### src/rtl/branch_update_queue.sv
// In-order queue of predicted branches awaiting resolution. It emits a registered
// training pulse for the history/pattern tables and a flush pulse on a misprediction.
module branch_update_queue #(
   parameter int unsigned IWIDTH = 6,
   parameter int unsigned HWIDTH = 6,
   parameter int unsigned DEPTH  = 4
) (
   input  logic                       clk,
   input  logic                       reset,
   input  logic                       en,
   input  logic                       push,
   input  logic [IWIDTH-1:0]          push_index,
   input  logic [HWIDTH-1:0]          push_hist,
   input  logic                       push_taken,
   input  logic                       resolve,
   input  logic                       resolve_taken,
   output logic                       full,
   output logic                       empty,
   output logic [$clog2(DEPTH):0]     count,
   output logic                       do_update,
   output logic                       last_taken,
   output logic [IWIDTH-1:0]          upd_index,
   output logic [HWIDTH-1:0]          upd_hist,
   output logic                       flush,
   output logic [15:0]                mispredicts,
   output logic                       overflow,
   output logic                       underflow
);

   localparam int unsigned PW = (DEPTH > 1) ? $clog2(DEPTH) : 1;
   localparam int unsigned CW = $clog2(DEPTH) + 1;

   typedef struct packed {
      logic [IWIDTH-1:0] index;
      logic [HWIDTH-1:0] hist;
      logic              taken;
   } entry_t;

   entry_t          mem [DEPTH];
   entry_t          head_entry;
   entry_t          push_entry;
   logic [PW-1:0]   head;
   logic [PW-1:0]   tail;
   logic [CW-1:0]   occ;

   logic            accept_res;
   logic            mispredict;
   logic            accept_push;
   logic            drop_push;
   logic            underflow_evt;

   // Occupancy flags are combinational views of the occupancy register.
   assign full  = (occ == CW'(DEPTH));
   assign empty = (occ == '0);
   assign count = occ;

   assign head_entry = mem[head];
   assign push_entry = '{index: push_index, hist: push_hist, taken: push_taken};

   // A resolve pops the head only when something is queued. A full queue
   // accepts a push in the same cycle as the pop. A misprediction also
   // cancels any same-cycle push.
   always_comb begin
      accept_res    = en & resolve & ~empty;
      mispredict    = accept_res & (resolve_taken != head_entry.taken);
      accept_push   = en & push & (~full | accept_res) & ~mispredict;
      drop_push     = en & push & full & ~accept_res;
      underflow_evt = en & resolve & empty;
   end

   // Pointer and occupancy state; a misprediction empties the queue.
   always_ff @(posedge clk or posedge reset) begin
      if (reset) begin
         head <= '0;
         tail <= '0;
         occ  <= '0;
      end else if (mispredict) begin
         head <= '0;
         tail <= '0;
         occ  <= '0;
      end else begin
         if (accept_res)  head <= head + PW'(1);
         if (accept_push) tail <= tail + PW'(1);
         occ <= occ + CW'(accept_push) - CW'(accept_res);
      end
   end

   // Entry storage has no reset; entries are only read after being written.
   always_ff @(posedge clk) begin
      if (accept_push) mem[tail] <= push_entry;
   end

   // Registered training, flush and status outputs.
   always_ff @(posedge clk or posedge reset) begin
      if (reset) begin
         do_update   <= 1'b0;
         last_taken  <= 1'b0;
         upd_index   <= '0;
         upd_hist    <= '0;
         flush       <= 1'b0;
         mispredicts <= '0;
         overflow    <= 1'b0;
         underflow   <= 1'b0;
      end else if (en) begin
         do_update <= accept_res;
         flush     <= mispredict;
         if (accept_res) begin
            last_taken <= resolve_taken;
            upd_index  <= head_entry.index;
            upd_hist   <= head_entry.hist;
         end
         if (mispredict && (mispredicts != 16'hFFFF)) mispredicts <= mispredicts + 16'd1;
         if (drop_push)     overflow  <= 1'b1;
         if (underflow_evt) underflow <= 1'b1;
      end
   end

endmodule

### config.mk
export PLATFORM = sky130hd
export DESIGN_NAME = branch_update_queue
export DESIGN_NICKNAME = d
export VERILOG_FILES = /design/src/rtl/branch_update_queue.sv
export SDC_FILE = /design/constraint.sdc
export NUM_CORES = 1
export LEC_CHECK = 0
export ABC_AREA = 1
export CAP_MARGIN = 40
export CORE_ASPECT_RATIO = 0.7
export CORE_UTILIZATION = 35
export CTS_CLUSTER_SIZE = 10
export DETAILED_ROUTE_END_ITERATION = 6
export GPL_TIMING_DRIVEN = 0
export PLACE_DENSITY = 0.54
export SLEW_MARGIN = 40
export SYNTH_ARGS = -nofsm -noshare
export SYNTH_HDL_FRONTEND = slang
export SYNTH_SLANG_ARGS = --single-unit
### constraint.sdc
create_clock -name clk -period 3.3 [get_ports clk]
set_clock_uncertainty 0.1 [all_clocks]
set_input_delay 0.66 -clock clk [delete_from_list [all_inputs] [get_ports clk]]
set_output_delay 0.66 -clock clk [all_outputs]
set_load 0.01 [all_outputs]
==> results.md, run 1 <==
- The cell depth of the worst hold path is 1.
- In this run the clock root is driven by a sky130_fd_sc_hd__clkbuf_16.
- The total overflow left after global routing is 0.
- The first global-routing pass estimated 15.61 mm of wire.
- The number of warnings issued by yosys is 0.
- The synthesized netlist occupies a cell area of 0.004259 sq mm.
- The synthesized flop and latch total is 92.
- Setup total negative slack on the finished layout was measured at 0 ns.
- The netlist uses 32 different library cells.
- The floorplan die area is 0.01262 sq mm.
- After clock tree synthesis, the setup repair step added 0 buffers.
- The clock passes through at most 2 buffers.
- The total clock sinks is 92.
- The clock transition at the registers of the reported paths is 0.06 ns.
- The worst setup path is captured at a flip-flop.
- The worst register-to-register path begins at count[1].
- Measured along the y axis, the die boundary spans 94.30 um.
- The type of the worst setup path is in -> reg.
- The path class of the tightest hold or removal check is reg -> reg.
- The routed via count divided by cell count is 4.659.
- The post-synthesis sequential area ratio is 60.16%.
- The proportion of synthesized flip-flops having asynchronous set or reset is 43.48%.
- STA classifies the critical path startpoint as an input port.
- The final total power is 4.028 mW.
- The worst path arrival time is 3.22 ns.
- The effective utilization at floorplan is 36.19%.
- The number of cells on the worst reg-to-reg path is 14.
- Setup repair after global routing left no endpoint under its margin.
- The synthesized netlist net count is 461.
- Before CTS, the worst setup slack after placement is -0.05154 ns.
- The count of flip-flops with a built-in enable after synthesis is 52.
- The half-perimeter wire length after placement is 6.804 mm.
- The standby leakage power is 2.217 nW.
- The via count of the routed design is 3,098.
- The worst-case vdd ir drop is 0.3247 mV.
- The quantity of hold-fixing buffers added after cts is 0.
- The final antenna-violating net count is 0.
- Setup violations remaining at the end of the flow were counted as 0.
- The average wire per standard cell is 14.55 um.
- Routability-driven placement finished with a final weighted congestion of 0.8152.
- The final period demand of the worst path is 3.032 ns.
- The overall global routing resource usage is 16.72%.
- Power spread over the standard cell area amounts to 751.5 mW/mm^2.
- The number of hold-slack violations in the final timing report is 0.
- In this run the worst path has a maximum fanout of 9.
- From left edge to right edge, the die measures 133.9 um.
- The final max-slew violation count is 0.
- The most used flip-flop cell after synthesis is sky130_fd_sc_hd__edfxtp_1.
- In this run the cell area measured after placement is 0.005056 sq mm.
- The clock tree from TritonCTS is yes.
- The clock latency on the worst-skew pair is 0.35 ns.
- The maximum clock rate is 329.8 MHz.
- The post-synthesis cell count is 434.
- For hold timing, the worst endpoint is underflow.
- The final instance area is 0.005360 sq mm.
- The routed design has 9.679 mm of wire.
- The detailed-router iteration count before antenna repair is 4.
- In this run, post-CTS repair resized a total of 0 instances.
- In this run the core area contains 33 standard-cell rows.
- The count of buffers added on input and output ports is 56.
- In this run the most critical hold path is launched from underflow.
- The DRC violation total after the first TritonRoute iteration is 175.
- Dividing the final minimum period by the clock period gives 91.89%.
- In this run the count of I/O pins placed on the die edge is 57.
- The worst hold margin is 0.3762 ns.
- The maximum number of pins on one net before global-route repair is 32.
- The clock tree synthesis step divided the H-tree into 3 levels.
- The end of the worst register-to-register path is count[2].
- The pin slew with the least headroom to its limit is 0.7665 ns.
- Measured against its own limit, the worst slew margin works out to 48.84%.
- The residual DRC count is 0.
- The number of global-route vias before repair is 2,891.
- The initial antenna violation count is 0.
- The final net count is 530.
- Compared with the post-synthesis result, the final layout area differs by 25.85%.
- A synthesized cell averages 9.814 sq um.
- After layout, the worst setup slack is 0.2675 ns.
- The number of antenna diodes in the final layout is 0.
- In the final layout, the share of cells above drive strength 1 is 11.02%.
- Data on the critical path is required at its endpoint by 3.48 ns.
- Setup slack on the worst reg-to-reg path comes out at 0.50 ns.
- The flow ran to the end, and the final reports show no timing, DRC or antenna violations.
- The TritonCTS buffer count is 9.
- The region available for standard cell placement spans 0.01177 sq mm.
- Across the run, the number of max-cap violations was 0.
per-stage QoR:
step	cells	utilization, %
final	665	45.55
after global routing	665	45.55
after CTS	665	45.51
after detailed placement	649	42.97
after global placement	647	42.63
after floorplan	434	-
where the power goes:
group	total [mW]	switching, mW	internal, mW
combinational	1.38	0.781	0.601
clock	1.05	0.454	0.593
sequential	1.60	0.158	1.44
synthesized netlist by cell type (4+ instances only):
master | number | area [sq um]
sky130_fd_sc_hd__xor2_1 | 4 | 35.03
sky130_fd_sc_hd__nand3_2 | 5 | 50.05
sky130_fd_sc_hd__nand3_1 | 18 | 90.09
sky130_fd_sc_hd__inv_2 | 6 | 22.52
sky130_fd_sc_hd__nor2_1 | 78 | 292.8
sky130_fd_sc_hd__nand2_1 | 90 | 337.8
sky130_fd_sc_hd__o21ai_0 | 30 | 150.1
sky130_fd_sc_hd__edfxtp_1 | 52 | 1562
sky130_fd_sc_hd__ha_1 | 7 | 87.58
sky130_fd_sc_hd__nand4_1 | 15 | 93.84
sky130_fd_sc_hd__dfrtp_1 | 40 | 1001
sky130_fd_sc_hd__nand2_2 | 4 | 25.02
sky130_fd_sc_hd__a31oi_1 | 12 | 75.07
sky130_fd_sc_hd__buf_2 | 4 | 20.02
sky130_fd_sc_hd__nand3b_1 | 4 | 30.03
sky130_fd_sc_hd__clkbuf_1 | 4 | 15.01
sky130_fd_sc_hd__inv_1 | 39 | 146.4
worst max-delay path, cell delays in order:
cell	delay (ns)
sky130_fd_sc_hd__clkdlybuf4s50_1	0.58
sky130_fd_sc_hd__nand3_4	0.19
sky130_fd_sc_hd__clkinv_2	0.21
sky130_fd_sc_hd__nand3_1	0.14
sky130_fd_sc_hd__nand2_1	0.26
sky130_fd_sc_hd__ha_1	0.29
sky130_fd_sc_hd__inv_1	0.05
sky130_fd_sc_hd__ha_1	0.12
sky130_fd_sc_hd__inv_1	0.04
sky130_fd_sc_hd__fa_1	0.38
sky130_fd_sc_hd__xnor2_1	0.17
sky130_fd_sc_hd__nand2_1	0.07
sky130_fd_sc_hd__inv_1	0.05
routing by layer:
metal	vias to the layer above	part of all wire (%)	wire length (um)	track usage, %
met5	-	0	0	0
met4	0	1.1	108	5.587
met3	8	5.3	515	4.099
met2	71	44	4266	24.65
met1	1443	49	4788	23.87
li1	1576	-	-	-
sequential cells by signal, summed over array words and instances, names as in the netlist:
name	cells
mem	52
mispredicts	16
upd_hist	6
upd_index	6
count	3
head	2
tail	2
do_update	1
flush	1
last_taken	1
overflow	1
underflow	1
cell usage in the layout, fill, tap and decap left out, types with 12 or more instances in the layout:
| master | n |
|---|---|
| sky130_fd_sc_hd__nand2_1 | 90 |
| sky130_fd_sc_hd__nor2_1 | 74 |
| sky130_fd_sc_hd__clkdlybuf4s50_1 | 56 |
| sky130_fd_sc_hd__edfxtp_1 | 52 |
| sky130_fd_sc_hd__dfrtp_1 | 40 |
| sky130_fd_sc_hd__inv_1 | 38 |
| sky130_fd_sc_hd__o21ai_0 | 30 |
| sky130_fd_sc_hd__nand3_1 | 18 |
| sky130_fd_sc_hd__nand4_1 | 15 |
| sky130_fd_sc_hd__a31oi_1 | 12 |
kinds of logic (layout without fill, tap and decap cells):
| group | Yosys count | after routing | share of synthesized area [%] |
|---|---|---|---|
| buffers and inverters | 59 | 133 | 5.934 |
| AND/OR/NAND/NOR | 224 | 224 | 24.29 |
| XOR/XNOR | 6 | 6 | 1.234 |
| AO/OA/AOI/OAI | 45 | 45 | 5.846 |
| adder cells (fa/ha/maj) | 8 | 8 | 2.526 |
| flip-flops | 92 | 92 | 60.16 |
final cells by class:
class	count	area [sq um]
flip-flops and latches	92	2562
plain buffers	12	72.57
multi-input cells	283	1459
fillers	1116	6407
clock inverters	7	73.82
repair buffers	58	588.1
inverters	47	182.7
well taps	157	196.4
clock buffers	9	225.2
how the worst max path moves through the flow:
stage	startpoint	to	cells after the start
global route	en	count[2]	13
global placement	en	mem[1][7]	6
CTS	en	count[2]	13
finish	en	count[2]	13
detailed placement	en	count[2]	13
floorplan	count[1]	count[2]	13
(Power assumes the default switching activity.)
==> inputs of run 2 (changes only) <==
--- a/config.mk
+++ b/config.mk
@@ -8,6 +8,7 @@
 export ABC_AREA = 1
 export CAP_MARGIN = 40
 export CORE_ASPECT_RATIO = 0.7
+export CORE_MARGIN = 4
 export CORE_UTILIZATION = 35
 export CTS_CLUSTER_SIZE = 10
 export DETAILED_ROUTE_END_ITERATION = 6
==> results.md, run 2 (synthesis results as in run 1) <==
- The final net count is 529 (-0.19%).
- The clock latency on the worst-skew pair is 0.34 ns (about the same).
- The die boundary width is 139.9 um (+4.5%).
- The number of buffers added on ports is 56 (unchanged).
- The chip height is 100.3 um (+6.4%).
- The residual overflow from global routing is 0 (unchanged).
- The post-route fraction of the period consumed by the critical path came to 93.68% (+1.8 points).
- The TritonCTS buffer count is 9 (unchanged).
- The hold-critical path endpoint is underflow.
- The total of cells resized after clock tree synthesis is 0 (unchanged).
- The number of global-route vias before repair came to 3,005 (+3.9%).
- The count of boundary I/O pins was 57 (unchanged).
- The cell at the root of the clock tree is sky130_fd_sc_hd__clkbuf_16.
- The ratio of total power to cell area was 747.9 mW/mm^2 (-0.47%).
- The post-CTS setup repair buffer count came to 0 (unchanged).
- The number of setup violations in the final report came to 0 (unchanged).
- The maximum number of pins on one net before global-route repair is 22 (-31%).
- The overall global routing resource usage was 14.90% (-1.8 points).
- The layout cell share with drive strength beyond 1 was 11.05% (+0.022 points).
- The effective utilization at floorplan came to 36.07% (-0.13 points).
- The placer congestion estimate is 0.8224 (+0.88%).
- The register area came to 0.002562 sq mm (unchanged).
- The relative slew slack is 49.92% (+1.1 points).
- The average wire per standard cell is 14.93 um (+2.6%).
- The initial antenna violation count was 0 (unchanged).
- The worst path arrival time is 3.23 ns (about the same).
- The number of antenna diodes is 0 (unchanged).
- The standby leakage power is 2.210 nW (-0.32%).
- The area added between synthesis and finish came to 25.94% (about the same).
- TritonCTS built the clock tree.
- The register bank with the most flops is mem.
- In the final layout, the registers with the most flip-flops are mem x52, mispredicts x16.
- The number of fill cells was 1,122 (+0.54%).
- The final instance area came to 0.005364 sq mm (about the same).
- The hold path startpoint is underflow.
- The cell area reported after detailed placement is 0.005061 sq mm (about the same).
- The pin slew with the least headroom to its limit is 0.7504 ns (-0.01607 ns).
- The clock transition at the registers of the reported paths was 0.07 ns (about the same).
- The floorplan die area is 0.01403 sq mm (+11%).
- The cell depth of the worst hold path was 1 (unchanged).
- Setup repair after global routing left no endpoint under its margin.
- The DRC violation total after the first TritonRoute iteration is 173 (-1.1%).
- The worst register-to-register path ends at count[2].
- The total number of H-tree levels is 3 (unchanged).
- The data required time of the worst path is 3.44 ns (-0.04 ns).
- The multi-input logic area is 0.001469 sq mm (+0.69%).
- The top cell types in the final layout, fill and taps aside, are sky130_fd_sc_hd__nand2_1 (90), sky130_fd_sc_hd__nor2_1 (74), sky130_fd_sc_hd__clkdlybuf4s50_1 (56).
- The final total power is 4.012 mW (-0.40%).
- The sum of routed wire length over all layers is 9.915 mm (+2.4%).
- The type of element capturing the critical path is a flip-flop.
- The most frequent standard cell in the layout excluding fill and tap cells is sky130_fd_sc_hd__nand2_1.
- The min-delay analysis places its worst path in the category reg -> reg.
- The routed via count divided by cell count came to 4.782 (+2.6%).
- The filler-free cell count of the finished design is 664 (-0.15%).
- The final max-slew violation count is 0 (unchanged).
- The run finished with clean final reports.
- The detailed-router iteration count before antenna repair is 4 (unchanged).
- The worst register-to-register path begins at count[1].
- The number of cells on the worst reg-to-reg path came to 14 (unchanged).
- The cell count after placement is 648 (-0.15%).
- The number of rows in the core area was 33 (unchanged).
- The register-to-register setup slack is 0.46 ns (-0.04 ns).
- The total clock sinks is 92 (unchanged).
- The area of the placeable core came to 0.01181 sq mm (+0.35%).
- The number of buffers on the longest clock path is 2 (unchanged).
- The final antenna-violating net count is 0 (unchanged).
- The number of hold-slack violations in the final timing report is 0 (unchanged).
- The final period demand of the worst path is 3.092 ns (+0.05902 ns).
- The worst-path maximum fanout was 9 (unchanged).
- The quantity of hold-fixing buffers added after cts came to 0 (unchanged).
- The global-route wire length before repair is 16.21 mm (+3.8%).
- The type of the worst setup path is in -> reg.
- The maximum clock rate is 323.5 MHz (-1.9%).
- STA classifies the critical path startpoint as an input port.
- The post-route setup TNS is 0 ns (unchanged).
- The half-perimeter wire length after placement is 7.002 mm (+2.9%).
- The via count of the routed design is 3,175 (+2.5%).
- The flip-flop count of the largest register, all copies and words added is 52 (unchanged).
- The number of violations of the max-capacitance limit is 0 (unchanged).
- The worst-case vdd ir drop is 0.3384 mV (+4.2%).
- The residual DRC count came to 0 (unchanged).
run 2: changes by cell type in the layout (fill, tap and decap cells not counted), sizes merged:
cell / change
clkinv: -2
clkinvlp: +1
buf: -1
bufinv: -1
inv: +2
run 2: area by class of cell:
cell class | instances | share of cell area (%)
clock inverter | 7 | 1.260
clock buffer | 9 | 4.199
multi-input combinational | 283 | 27.39
buffer | 12 | 1.353
inverter | 47 | 3.406
tap | 157 | 3.662
sequential | 92 | 47.77
timing repair buffer | 57 | 10.96
run 2: worst max-delay path, stage by stage:
cell	delay, ns
sky130_fd_sc_hd__clkdlybuf4s50_1	0.58
sky130_fd_sc_hd__nand3_4	0.19
sky130_fd_sc_hd__clkinv_2	0.21
sky130_fd_sc_hd__nand3_1	0.13
sky130_fd_sc_hd__nand2_1	0.32
sky130_fd_sc_hd__ha_1	0.31
sky130_fd_sc_hd__inv_1	0.06
sky130_fd_sc_hd__ha_1	0.13
sky130_fd_sc_hd__inv_1	0.05
sky130_fd_sc_hd__fa_1	0.37
sky130_fd_sc_hd__xnor2_1	0.13
sky130_fd_sc_hd__nand2_1	0.06
sky130_fd_sc_hd__inv_1	0.04
run 2: routing by layer:
layer  vias to the layer above  wire [um]  track usage, %
li1                       1576          -               -
met1                      1520       4776           21.24
met2                        71       4444           22.50
met3                         8        591           3.714
met4                         0        102           4.691
met5                         -          0               0
run 2: per-stage QoR:
stage | utilization, % | hold slack, ns | setup WS [ns]
finish | 45.42 | 0.3749 | 0.2085
global route | 45.42 | 0.4161 | 0.002186
CTS | 45.34 | 0.3813 | 0.2623
detailed placement | 42.86 | 0.3623 | -0.09806
global placement | 42.48 | 0.3657 | -0.2626
floorplan | - | 0.4059 | 0.8026
run 2: worst max path at each step:
stage / start / end
floorplan: count[1] / count[2]
global placement: en / mem[1][8]
detailed placement: en / count[2]
CTS: en / count[2]
global route: en / count[1]
finish: en / count[2]
run 2: where the power goes:
| group | switching (mW) | total [mW] | leakage, nW | internal, mW |
|---|---|---|---|---|
| Combinational | 0.793 | 1.39 | 1.10 | 0.601 |
| Clock | 0.487 | 1.02 | 0.142 | 0.534 |
| Sequential | 0.157 | 1.60 | 0.967 | 1.44 |
| Total | 1.44 | 4.01 | 2.21 | 2.58 |
